==> src/rtl/fpu_cmd_queue.sv <==
// fpu_cmd_queue
// Memory-mapped front end for the pipelined FPU execution unit. Software
// loads operands A/B and writes a command. The command is queued, issued to
// the execution unit over valid/ready, and the result is buffered until
// software reads and pops it. Issue uses credits, so the result queue always
// has room for every operation in flight.
//
// Ports:
//   clk, reset              clock, synchronous active-high reset
//   cs, we, addr, wdata     bus window select, write strobe, byte offset, data
//   rdata                   combinational read data
//   exu_valid/ready         issue handshake to the execution unit
//   exu_op, exu_a, exu_b    head command payload
//   res_valid, res_data,    result strobe, value and {NV,OF,UF,NX} flags
//   res_flags
//   busy                    commands queued or operations in flight
module fpu_cmd_queue #(
  parameter int CQ_DEPTH = 4,
  parameter int RQ_DEPTH = 4
) (
  input  logic        clk,
  input  logic        reset,
  input  logic        cs,
  input  logic        we,
  input  logic [7:0]  addr,
  input  logic [31:0] wdata,
  output logic [31:0] rdata,
  output logic        exu_valid,
  input  logic        exu_ready,
  output logic [1:0]  exu_op,
  output logic [31:0] exu_a,
  output logic [31:0] exu_b,
  input  logic        res_valid,
  input  logic [31:0] res_data,
  input  logic [3:0]  res_flags,
  output logic        busy
);

  localparam int CQ_AW = $clog2(CQ_DEPTH);
  localparam int RQ_AW = $clog2(RQ_DEPTH);

  // Word offsets within the window
  localparam logic [5:0] OFF_OPA    = 6'h00;
  localparam logic [5:0] OFF_OPB    = 6'h01;
  localparam logic [5:0] OFF_CMD    = 6'h02;
  localparam logic [5:0] OFF_RESULT = 6'h03;
  localparam logic [5:0] OFF_STATUS = 6'h04;
  localparam logic [5:0] OFF_POP    = 6'h05;
  localparam logic [5:0] OFF_CLEAR  = 6'h06;

  // Storage: command entry {op, A, B}, result entry {flags, data}
  logic [65:0] cq_mem [CQ_DEPTH];
  logic [35:0] rq_mem [RQ_DEPTH];

  logic [CQ_AW-1:0] cq_rd_ptr_reg, cq_wr_ptr_reg;
  logic [RQ_AW-1:0] rq_rd_ptr_reg, rq_wr_ptr_reg;
  logic [3:0]       cq_count_reg, rq_count_reg;
  logic [3:0]       in_flight_reg, drain_reg;
  logic [3:0]       in_flight_next;
  logic [31:0]      opa_reg, opb_reg;
  logic             ovf_reg, unf_reg;

  logic [5:0] off;
  logic       wr_en, opa_wr, opb_wr, cmd_wr, pop_wr, clr_wr;
  logic       unused_addr_lsbs;

  assign off              = addr[7:2];
  assign unused_addr_lsbs = ^addr[1:0];
  assign wr_en  = cs & we;
  assign opa_wr = wr_en && (off == OFF_OPA);
  assign opb_wr = wr_en && (off == OFF_OPB);
  assign cmd_wr = wr_en && (off == OFF_CMD);
  assign pop_wr = wr_en && (off == OFF_POP);
  assign clr_wr = wr_en && (off == OFF_CLEAR);

  logic cq_empty, cq_full, rq_empty, rq_full, has_credit;
  logic issue, cq_push, cmd_ovf, rq_pop, pop_unf;
  logic res_discard, res_done, rq_push, res_drop;
  logic [4:0] credit_used;

  assign cq_empty = (cq_count_reg == 4'd0);
  assign cq_full  = (cq_count_reg == 4'(CQ_DEPTH));
  assign rq_empty = (rq_count_reg == 4'd0);
  assign rq_full  = (rq_count_reg == 4'(RQ_DEPTH));

  // Every in-flight op already owns a result slot; issue only while a slot
  // remains unclaimed. Issue is also blocked until a CLEAR has drained.
  assign credit_used = {1'b0, rq_count_reg} + {1'b0, in_flight_reg};
  assign has_credit  = (credit_used < 5'(RQ_DEPTH));
  assign exu_valid   = !cq_empty && has_credit && (drain_reg == 4'd0);
  assign issue       = exu_valid && exu_ready;

  // A CMD into a full queue is still accepted if the head issues this cycle
  assign cq_push = cmd_wr && (!cq_full || issue);
  assign cmd_ovf = cmd_wr && cq_full && !issue;

  assign rq_pop  = pop_wr && !rq_empty;
  assign pop_unf = pop_wr && rq_empty;

  // Results returning while draining are discarded; otherwise they need an
  // outstanding op and a free slot (or a simultaneous pop).
  assign res_discard = res_valid && (drain_reg != 4'd0);
  assign res_done    = res_valid && (in_flight_reg != 4'd0);
  assign rq_push     = res_valid && (drain_reg == 4'd0) && (in_flight_reg != 4'd0)
                       && (!rq_full || rq_pop);
  assign res_drop    = res_valid && (drain_reg == 4'd0)
                       && ((in_flight_reg == 4'd0) || (rq_full && !rq_pop));

  always_comb begin
    in_flight_next = in_flight_reg;
    if (issue && !res_done && (in_flight_reg != 4'hF))
      in_flight_next = in_flight_reg + 4'd1;
    else if (!issue && res_done)
      in_flight_next = in_flight_reg - 4'd1;
  end

  always_ff @(posedge clk) begin
    if (reset) begin
      cq_rd_ptr_reg <= '0;
      cq_wr_ptr_reg <= '0;
      rq_rd_ptr_reg <= '0;
      rq_wr_ptr_reg <= '0;
      cq_count_reg  <= '0;
      rq_count_reg  <= '0;
      in_flight_reg <= '0;
      drain_reg     <= '0;
      opa_reg       <= '0;
      opb_reg       <= '0;
      ovf_reg       <= 1'b0;
      unf_reg       <= 1'b0;
    end else begin
      in_flight_reg <= in_flight_next;
      if (opa_wr) opa_reg <= wdata;
      if (opb_wr) opb_reg <= wdata;

      if (clr_wr) begin
        // Ops already issued still come back; drain swallows them so they
        // never land in the freshly emptied result queue.
        cq_rd_ptr_reg <= '0;
        cq_wr_ptr_reg <= '0;
        rq_rd_ptr_reg <= '0;
        rq_wr_ptr_reg <= '0;
        cq_count_reg  <= '0;
        rq_count_reg  <= '0;
        ovf_reg       <= 1'b0;
        unf_reg       <= 1'b0;
        drain_reg     <= in_flight_next;
      end else begin
        if (res_discard) drain_reg <= drain_reg - 4'd1;

        if (cq_push) cq_wr_ptr_reg <= cq_wr_ptr_reg + CQ_AW'(1);
        if (issue)   cq_rd_ptr_reg <= cq_rd_ptr_reg + CQ_AW'(1);
        if (cq_push && !issue)      cq_count_reg <= cq_count_reg + 4'd1;
        else if (!cq_push && issue) cq_count_reg <= cq_count_reg - 4'd1;

        if (rq_push) rq_wr_ptr_reg <= rq_wr_ptr_reg + RQ_AW'(1);
        if (rq_pop)  rq_rd_ptr_reg <= rq_rd_ptr_reg + RQ_AW'(1);
        if (rq_push && !rq_pop)      rq_count_reg <= rq_count_reg + 4'd1;
        else if (!rq_push && rq_pop) rq_count_reg <= rq_count_reg - 4'd1;

        if (cmd_ovf || res_drop) ovf_reg <= 1'b1;
        if (pop_unf)             unf_reg <= 1'b1;
      end
    end
  end

  // Queue storage needs no reset: entries are only read between push and pop
  always_ff @(posedge clk) begin
    if (cq_push) cq_mem[cq_wr_ptr_reg] <= {wdata[1:0], opa_reg, opb_reg};
    if (rq_push) rq_mem[rq_wr_ptr_reg] <= {res_flags, res_data};
  end

  logic [65:0] cq_head;
  logic [35:0] rq_head;
  logic [31:0] head_result;
  logic [3:0]  head_flags;
  logic [31:0] status;

  assign cq_head     = cq_mem[cq_rd_ptr_reg];
  assign rq_head     = rq_mem[rq_rd_ptr_reg];
  assign exu_op      = cq_head[65:64];
  assign exu_a       = cq_head[63:32];
  assign exu_b       = cq_head[31:0];
  assign head_result = rq_empty ? 32'd0 : rq_head[31:0];
  assign head_flags  = rq_empty ? 4'd0 : rq_head[35:32];
  assign busy        = !cq_empty || (in_flight_reg != 4'd0);

  assign status = {4'd0, head_flags, 3'd0, busy, unf_reg, ovf_reg, rq_empty, cq_full,
                   4'd0, in_flight_reg, rq_count_reg, cq_count_reg};

  always_comb begin
    rdata = 32'd0;
    case (off)
      OFF_OPA:    rdata = opa_reg;
      OFF_OPB:    rdata = opb_reg;
      OFF_RESULT: rdata = head_result;
      OFF_STATUS: rdata = status;
      default:    rdata = 32'd0;
    endcase
  end

`ifndef SYNTHESIS
  // A result with nothing outstanding, or with no room, is a protocol error
  res_protocol_ok: assert property (@(posedge clk) disable iff (reset) !res_drop);
`endif

endmodule
==> config.mk <==
export PLATFORM = sky130hd
export DESIGN_NAME = fpu_cmd_queue
export DESIGN_NICKNAME = d
export VERILOG_FILES = /design/src/rtl/fpu_cmd_queue.sv
export SDC_FILE = /design/constraint.sdc
export NUM_CORES = 1
export LEC_CHECK = 0
export BUFFER_PORTS_ARGS = -buffer_cell sky130_fd_sc_hd__buf_2
export CORE_MARGIN = 2
export CORE_UTILIZATION = 45
export DETAILED_ROUTE_END_ITERATION = 16
export GPL_ROUTABILITY_DRIVEN = 0
export PLACE_DENSITY = 0.6
export SLEW_MARGIN = 40
export SYNTH_ARGS = -nofsm -noshare
export SYNTH_HDL_FRONTEND = slang
export SYNTH_SLANG_ARGS = --single-unit
==> constraint.sdc <==
create_clock -name clk -period 11.85 [get_ports clk]
set_clock_uncertainty 0.2 [all_clocks]
set_input_delay 1.7775 -clock clk [delete_from_list [all_inputs] [get_ports clk]]
set_output_delay 1.7775 -clock clk [all_outputs]
set_load 0.1 [all_outputs]
Yosys cells after proc, flatten, opt, wreduce, memory -nomap -nowiden

Memory sizes are Yosys's and may differ from the RTL's. A register that Yosys moved wholly into a read port is not among the register bits.
Index checks and enable logic that the tools add are counted.

Bits in registers: 90
Memory bits (writable): 408
Memories kept: 2

Memories:

| memory | words | bits a word | rd ports | clocked after memory_dff | wr ports | line | text |
|---|---|---|---|---|---|---|---|
| cq_mem | 4     | 66          | 1        | 1                        | 1        | 52   | `logic [65:0] cq_mem [CQ_DEPTH];` |
| rq_mem | 4     | 36          | 1        | 1                        | 1        | 53   | `logic [35:0] rq_mem [RQ_DEPTH];` |

Add/sub/neg operators: 12
Order comparisons: 1
Equality and inequality tests: 9
Multiplexer cells: 19
Bitwise operators: 1
Reductions and logical operators: 52

Operator list:

| operator                                            | count |
|---|---|
| case mux 32 bit (4 select lines)                    | 1 |
| two-way mux 4 bit                                   | 9 |
| two-way mux 32 bit                                  | 1 |
| logical AND 1 bit                                   | 27 |
| == test 6 x 3 -> 1 bit (second input constant)      | 3 |
| zero test 4 bit                                     | 4 |
| subtractor 4 x 1 -> 4 bit (second input constant)   | 4 |
| adder 4 x 1 -> 4 bit (second input constant)        | 3 |
| == test 6 x 2 -> 1 bit (second input constant)      | 2 |
| zero test 1 bit                                     | 9 |
| adder 2 x 1 -> 2 bit (second input constant)        | 4 |
| == test 4 x 3 -> 1 bit (second input constant)      | 2 |
| two-way mux 2 bit                                   | 4 |
| nonzero test 4 bit                                  | 2 |
| == test 6 x 1 -> 1 bit (second input constant)      | 1 |
| zero test 6 bit                                     | 1 |
| nonzero test 2 bit                                  | 3 |
| adder 4 x 4 -> 5 bit                                | 1 |
| logical OR 1 bit                                    | 5 |
| < comparator 5 x 3 -> 1 bit (second input constant) | 1 |
| two-way mux 1 bit                                   | 4 |
| inequality test 4 bit (second input constant)       | 1 |
| OR reduction 2 bit                                  | 1 |
| AND 1 bit                                           | 1 |

Longest topological paths before layout

Word-level depth: 11
Mapped depth: 14

Least setup slack after synthesis

Ideal clock, no wire load.

Path type: in2out
Start point: input addr[5]
End point: output rdata[24]
Arrival time: 3,809 ps
Data required time: 9,873 ps
Setup slack: 6,063 ps
Stages: 5
Path buffers: 0
Cells stage by stage: nand2b_2 > or3_4 > o22ai_1 > a222oi_1 > nor2_1

Word-level cells in the longest chain between the ends: 2
Elaborated cells between the ends (all ways): 5

RTL lines:

| item                                                 | line | text |
|---|---|---|
| from (decl)                                          | 25   | `input logic [7:0] addr,` |
| == test 6 x 3 -> 1 bit, or another cell as far along | 193  | `case (off)` |
| case mux 32 bit (4 select lines) (*)                 | 193  |  |
| to (decl)                                            | 27   | `output logic [31:0] rdata,` |

Every way passes the cells marked *; elsewhere a longest branch is shown, timed or not.

Worst setup path in the final report

Start point: input addr[5]
End point: output rdata[8]

The elaborated chain is that of the path after synthesis.

==> summary.md <==
The number of gates resized after CTS was 0. The final critical path takes up 50.3% of the cycle. The portion of synthesized cell area occupied by the leading cell type was 62.6%.

During I/O placement, the number of pins put on the boundary was 182. TritonCTS built the clock tree. The accumulated negative setup slack was 0 ns. The number of hold buffers added after CTS was 0. The tools report the total setup buffers inserted after CTS as 0. Dividing the detail-routed via count by the number of cells gives 5.50. Setup repair after global routing left no endpoint under its margin.

In this run the register-to-register setup slack is 8.15 ns. The final core utilization is 52.9%, and the width of the die is 212 µm. Final setup violation count: 0.

After the first detailed-routing iteration, the DRC count stood at 1221. Cell type with the highest aggregate area in the netlist: sky130_fd_sc_hd__edfxtp_1. The number of nets in the layout was 1444. In the final layout, the multi-input gates occupy 5030 µm². Length in cells of the worst reg-to-reg path: 6.

Element type at the critical path start: an input pin. Detailed placement finished with a half-perimeter wire length of 28500 µm. The worst-case IR drop observed on VDD is 0.136 mV.

The tools report the remaining antenna violation count after routing as 0. For this design the ratio of total power to cell area is 209 nW/µm². The logs give 8 for the number of iterations in the first detailed-routing pass and 10800 for the number of global-route vias before repair. The path class of the tightest hold or removal check is flip-flop to flip-flop.

Counting I/O delays and the setup requirement, the final critical path takes 5.96 ns. The number of clock buffers added by TritonCTS is 50. For this design the static power due to leakage is 7.30 nW. The TritonCTS sink count was 502; the total global routing overflow was 0.

The total of buffers placed on input and output ports is 179, and the pin count of the biggest net entering global routing is 75. Of all nets on the critical path, the largest fanout is 17. The synthesized design contains 408 enable-type register cells. For this block, the via count after detailed routing is 10800. The worst register-to-register path ends at cq_mem[0][0]$_DFFE_PP_. The floorplan has 76 rows.

STA classifies the critical path endpoint as a primary output. Area of the mapped netlist: 19600 µm². The final count of pins violating max slew was 0. The initial antenna violation count was 10. The worst hold path was traced through 2 stages. The longest clock path from root to sink contains 3 buffers. Final hold violation count: 0. For the data required time of the critical path, the log shows 9.87 ns. The average routed wire per standard cell came out at 23.0 µm. The run gives 1255 as the synthesized net count.

From synthesis to final layout, the design area changed by 16.3%. The actual slew at the worst max-slew pin is 0.800 ns. The run gives 0.60 ns as the clock latency on the worst-skew pair.

The first global-routing pass estimated 67400 µm of wire. The share of cells above drive strength 1 was 29.8%; the number of max-cap violations was 0. The peak clock frequency supported by timing came out at 168 MHz. The repair_antennas step left the layout with diodes totalling 0. In this run the tightest slew margin relative to its limit is 46.6%. The register with the most flip-flops in the layout has 264 of them. Sequential cells were found to cover 72.3% of the synthesized design area. The most used flip-flop cell after synthesis was sky130_fd_sc_hd__edfxtp_1. The effective utilization at floorplan was 45.5%; the total routing resource utilization after global routing was 20.5%. The total length of routed wires came out at 45200 µm. The startpoint of the most critical hold path was unf_reg$_SDFFE_PP0P_. The count of cell types in the netlist was 58. The count of H-tree levels built during CTS was 2; the average cell area after synthesis was 17.0 µm². The flow ran to the end, and the final reports show no timing, DRC or antenna violations. Data arrives at the worst endpoint at 3.98 ns.

After technology mapping, the gate count stands at 1150. The post-CTS clock slew at the launch and capture registers of the worst setup and hold paths works out to 0.06 ns. The tools report the remaining design rule violation count as 0.

The share of async-settable or async-resettable flops after synthesis is 0%. The path type of the worst setup path was input pin to primary output. The path with the worst hold slack has its endpoint at unf_reg$_SDFFE_PP0P_. The register with the most flip-flops in the final layout is cq_mem. The core region is 43000 µm². The largest registers in the layout are cq_mem (264), rq_mem (144).

By area the synthesized netlist is led by sky130_fd_sc_hd__edfxtp_1 63%, sky130_fd_sc_hd__mux4_2 12%, sky130_fd_sc_hd__dfxtp_1 9.6%. After filler insertion, the fill cell instance count of the layout stands at 3540. In this run the clock root is driven by a sky130_fd_sc_hd__clkbuf_16. The post-synthesis register bit count is 502. In this run the critical register-to-register path is launched from in_flight_reg[2]$_SDFF_PP0_. During synthesis, Yosys emitted a total of 0 warnings. Vertical die dimension: 212 µm.

The die outline area was 45100 µm²; the combined flip-flop and latch cell area was 14100 µm².
-- per-layer routing --
layer,vias to the layer above,share of wire (%),global-route usage [%]
met5,-,0.27,0
met4,18,2.3,5.81
met3,88,7.6,5.33
met2,384,46,31.2
met1,5447,44,29.3
li1,4880,-,-
-- area by class of cell --
type                       instances  area share [%]
multi-input combinational        555            22.1
inverter                          35           0.577
clock inverter                    27            1.15
sequential                       502            62.2
timing repair buffer             195            4.55
tap                              585            3.22
clock buffer                      67            6.23
-- power breakdown --
| part | internal (mW) | total, mW | switching, mW | leakage (nW) |
|---|---|---|---|---|
| registers | 1.98 | 2.05 | 0.0723 | 4.24 |
| logic | 0.303 | 1.12 | 0.816 | 2.23 |
| clock network | 0.932 | 1.59 | 0.660 | 0.827 |
| total | 3.21 | 4.76 | 1.55 | 7.30 |
-- kinds of logic after synthesis --
| logic type | synth area share (%) |
|---|---|
| flops | 72.3 |
| simple gates | 6.57 |
| compound gates | 4.95 |
| mux | 11.9 |
| buf+inv | 2.19 |
| fa+ha+maj | 1.55 |
| xor+xnor | 0.537 |
-- stage by stage --
stage / std cells / hold WS [ns] / total power, mW / area (µm²) / setup slack [ns]
finish: 1966 / 0.288 / 4.76 / 22800 / 5.89
global route: 1966 / 0.314 / 4.95 / 22800 / 5.74
CTS: 1966 / 0.289 / 4.81 / 22700 / 5.84
detailed placement: 1872 / 0.272 / 3.22 / 21100 / 5.85
global placement: 1872 / 0.261 / 3.20 / 21000 / 5.88
floorplan: 1150 / 0.238 / 2.97 / 19600 / 6.06
-- critical path: stages --
cell and delay [ns]:
sky130_fd_sc_hd__buf_2 0.14, sky130_fd_sc_hd__nand2b_2 0.23, sky130_fd_sc_hd__or3_4 0.39, sky130_fd_sc_hd__nor2_4 0.45, sky130_fd_sc_hd__a222oi_1 0.33, sky130_fd_sc_hd__nand2_1 0.20, sky130_fd_sc_hd__buf_2 0.45
-- worst max-delay path by stage --
stage	start	slack, ns	depth (start not counted)	to
2_1_floorplan	addr[5]	6.06	5	rdata[24]
3_3_place_gp	addr[5]	5.88	7	rdata[16]
3_5_place_dp	addr[5]	5.85	7	rdata[16]
4_1_cts	addr[5]	5.84	7	rdata[16]
5_1_grt	addr[5]	5.74	8	rdata[12]
6_report	addr[5]	5.89	7	rdata[8]
-- cell usage after synthesis, drive strengths merged, types with 2 or more instances --
cell type / count
dfxtp: 94
edfxtp: 408
a22o: 2
nor2: 30
a222oi: 30
o21ai: 9
inv: 35
nand2: 171
and3: 5
o211ai: 4
a32o: 2
o22ai: 4
clkbuf: 20
buf: 38
a21o: 5
xnor2: 7
a221o: 2
nor2b: 4
ha: 21
nor3: 10
or3: 4
nand3: 13
and2: 5
nor4: 6
fa: 2
a21oi: 80
nand2b: 9
mux4: 102
a31oi: 3
and2b: 2
mux2i: 4
xor2: 5
-- placed cells by master, fill, tap and decap left out, types with 9 or more instances in the layout --
cell type / count
sky130_fd_sc_hd__a21oi_1: 80
sky130_fd_sc_hd__a222oi_1: 30
sky130_fd_sc_hd__buf_2: 179
sky130_fd_sc_hd__buf_4: 11
sky130_fd_sc_hd__clkbuf_1: 9
sky130_fd_sc_hd__clkbuf_16: 52
sky130_fd_sc_hd__clkinv_2: 12
sky130_fd_sc_hd__dfxtp_1: 91
sky130_fd_sc_hd__edfxtp_1: 408
sky130_fd_sc_hd__ha_1: 21
sky130_fd_sc_hd__inv_1: 34
sky130_fd_sc_hd__mux4_2: 102
sky130_fd_sc_hd__nand2_1: 171
sky130_fd_sc_hd__nand3_1: 13
sky130_fd_sc_hd__nor2_1: 28
sky130_fd_sc_hd__nor3_1: 9
sky130_fd_sc_hd__o21ai_0: 9
Note: power is estimated with default switching activity, not from simulation.
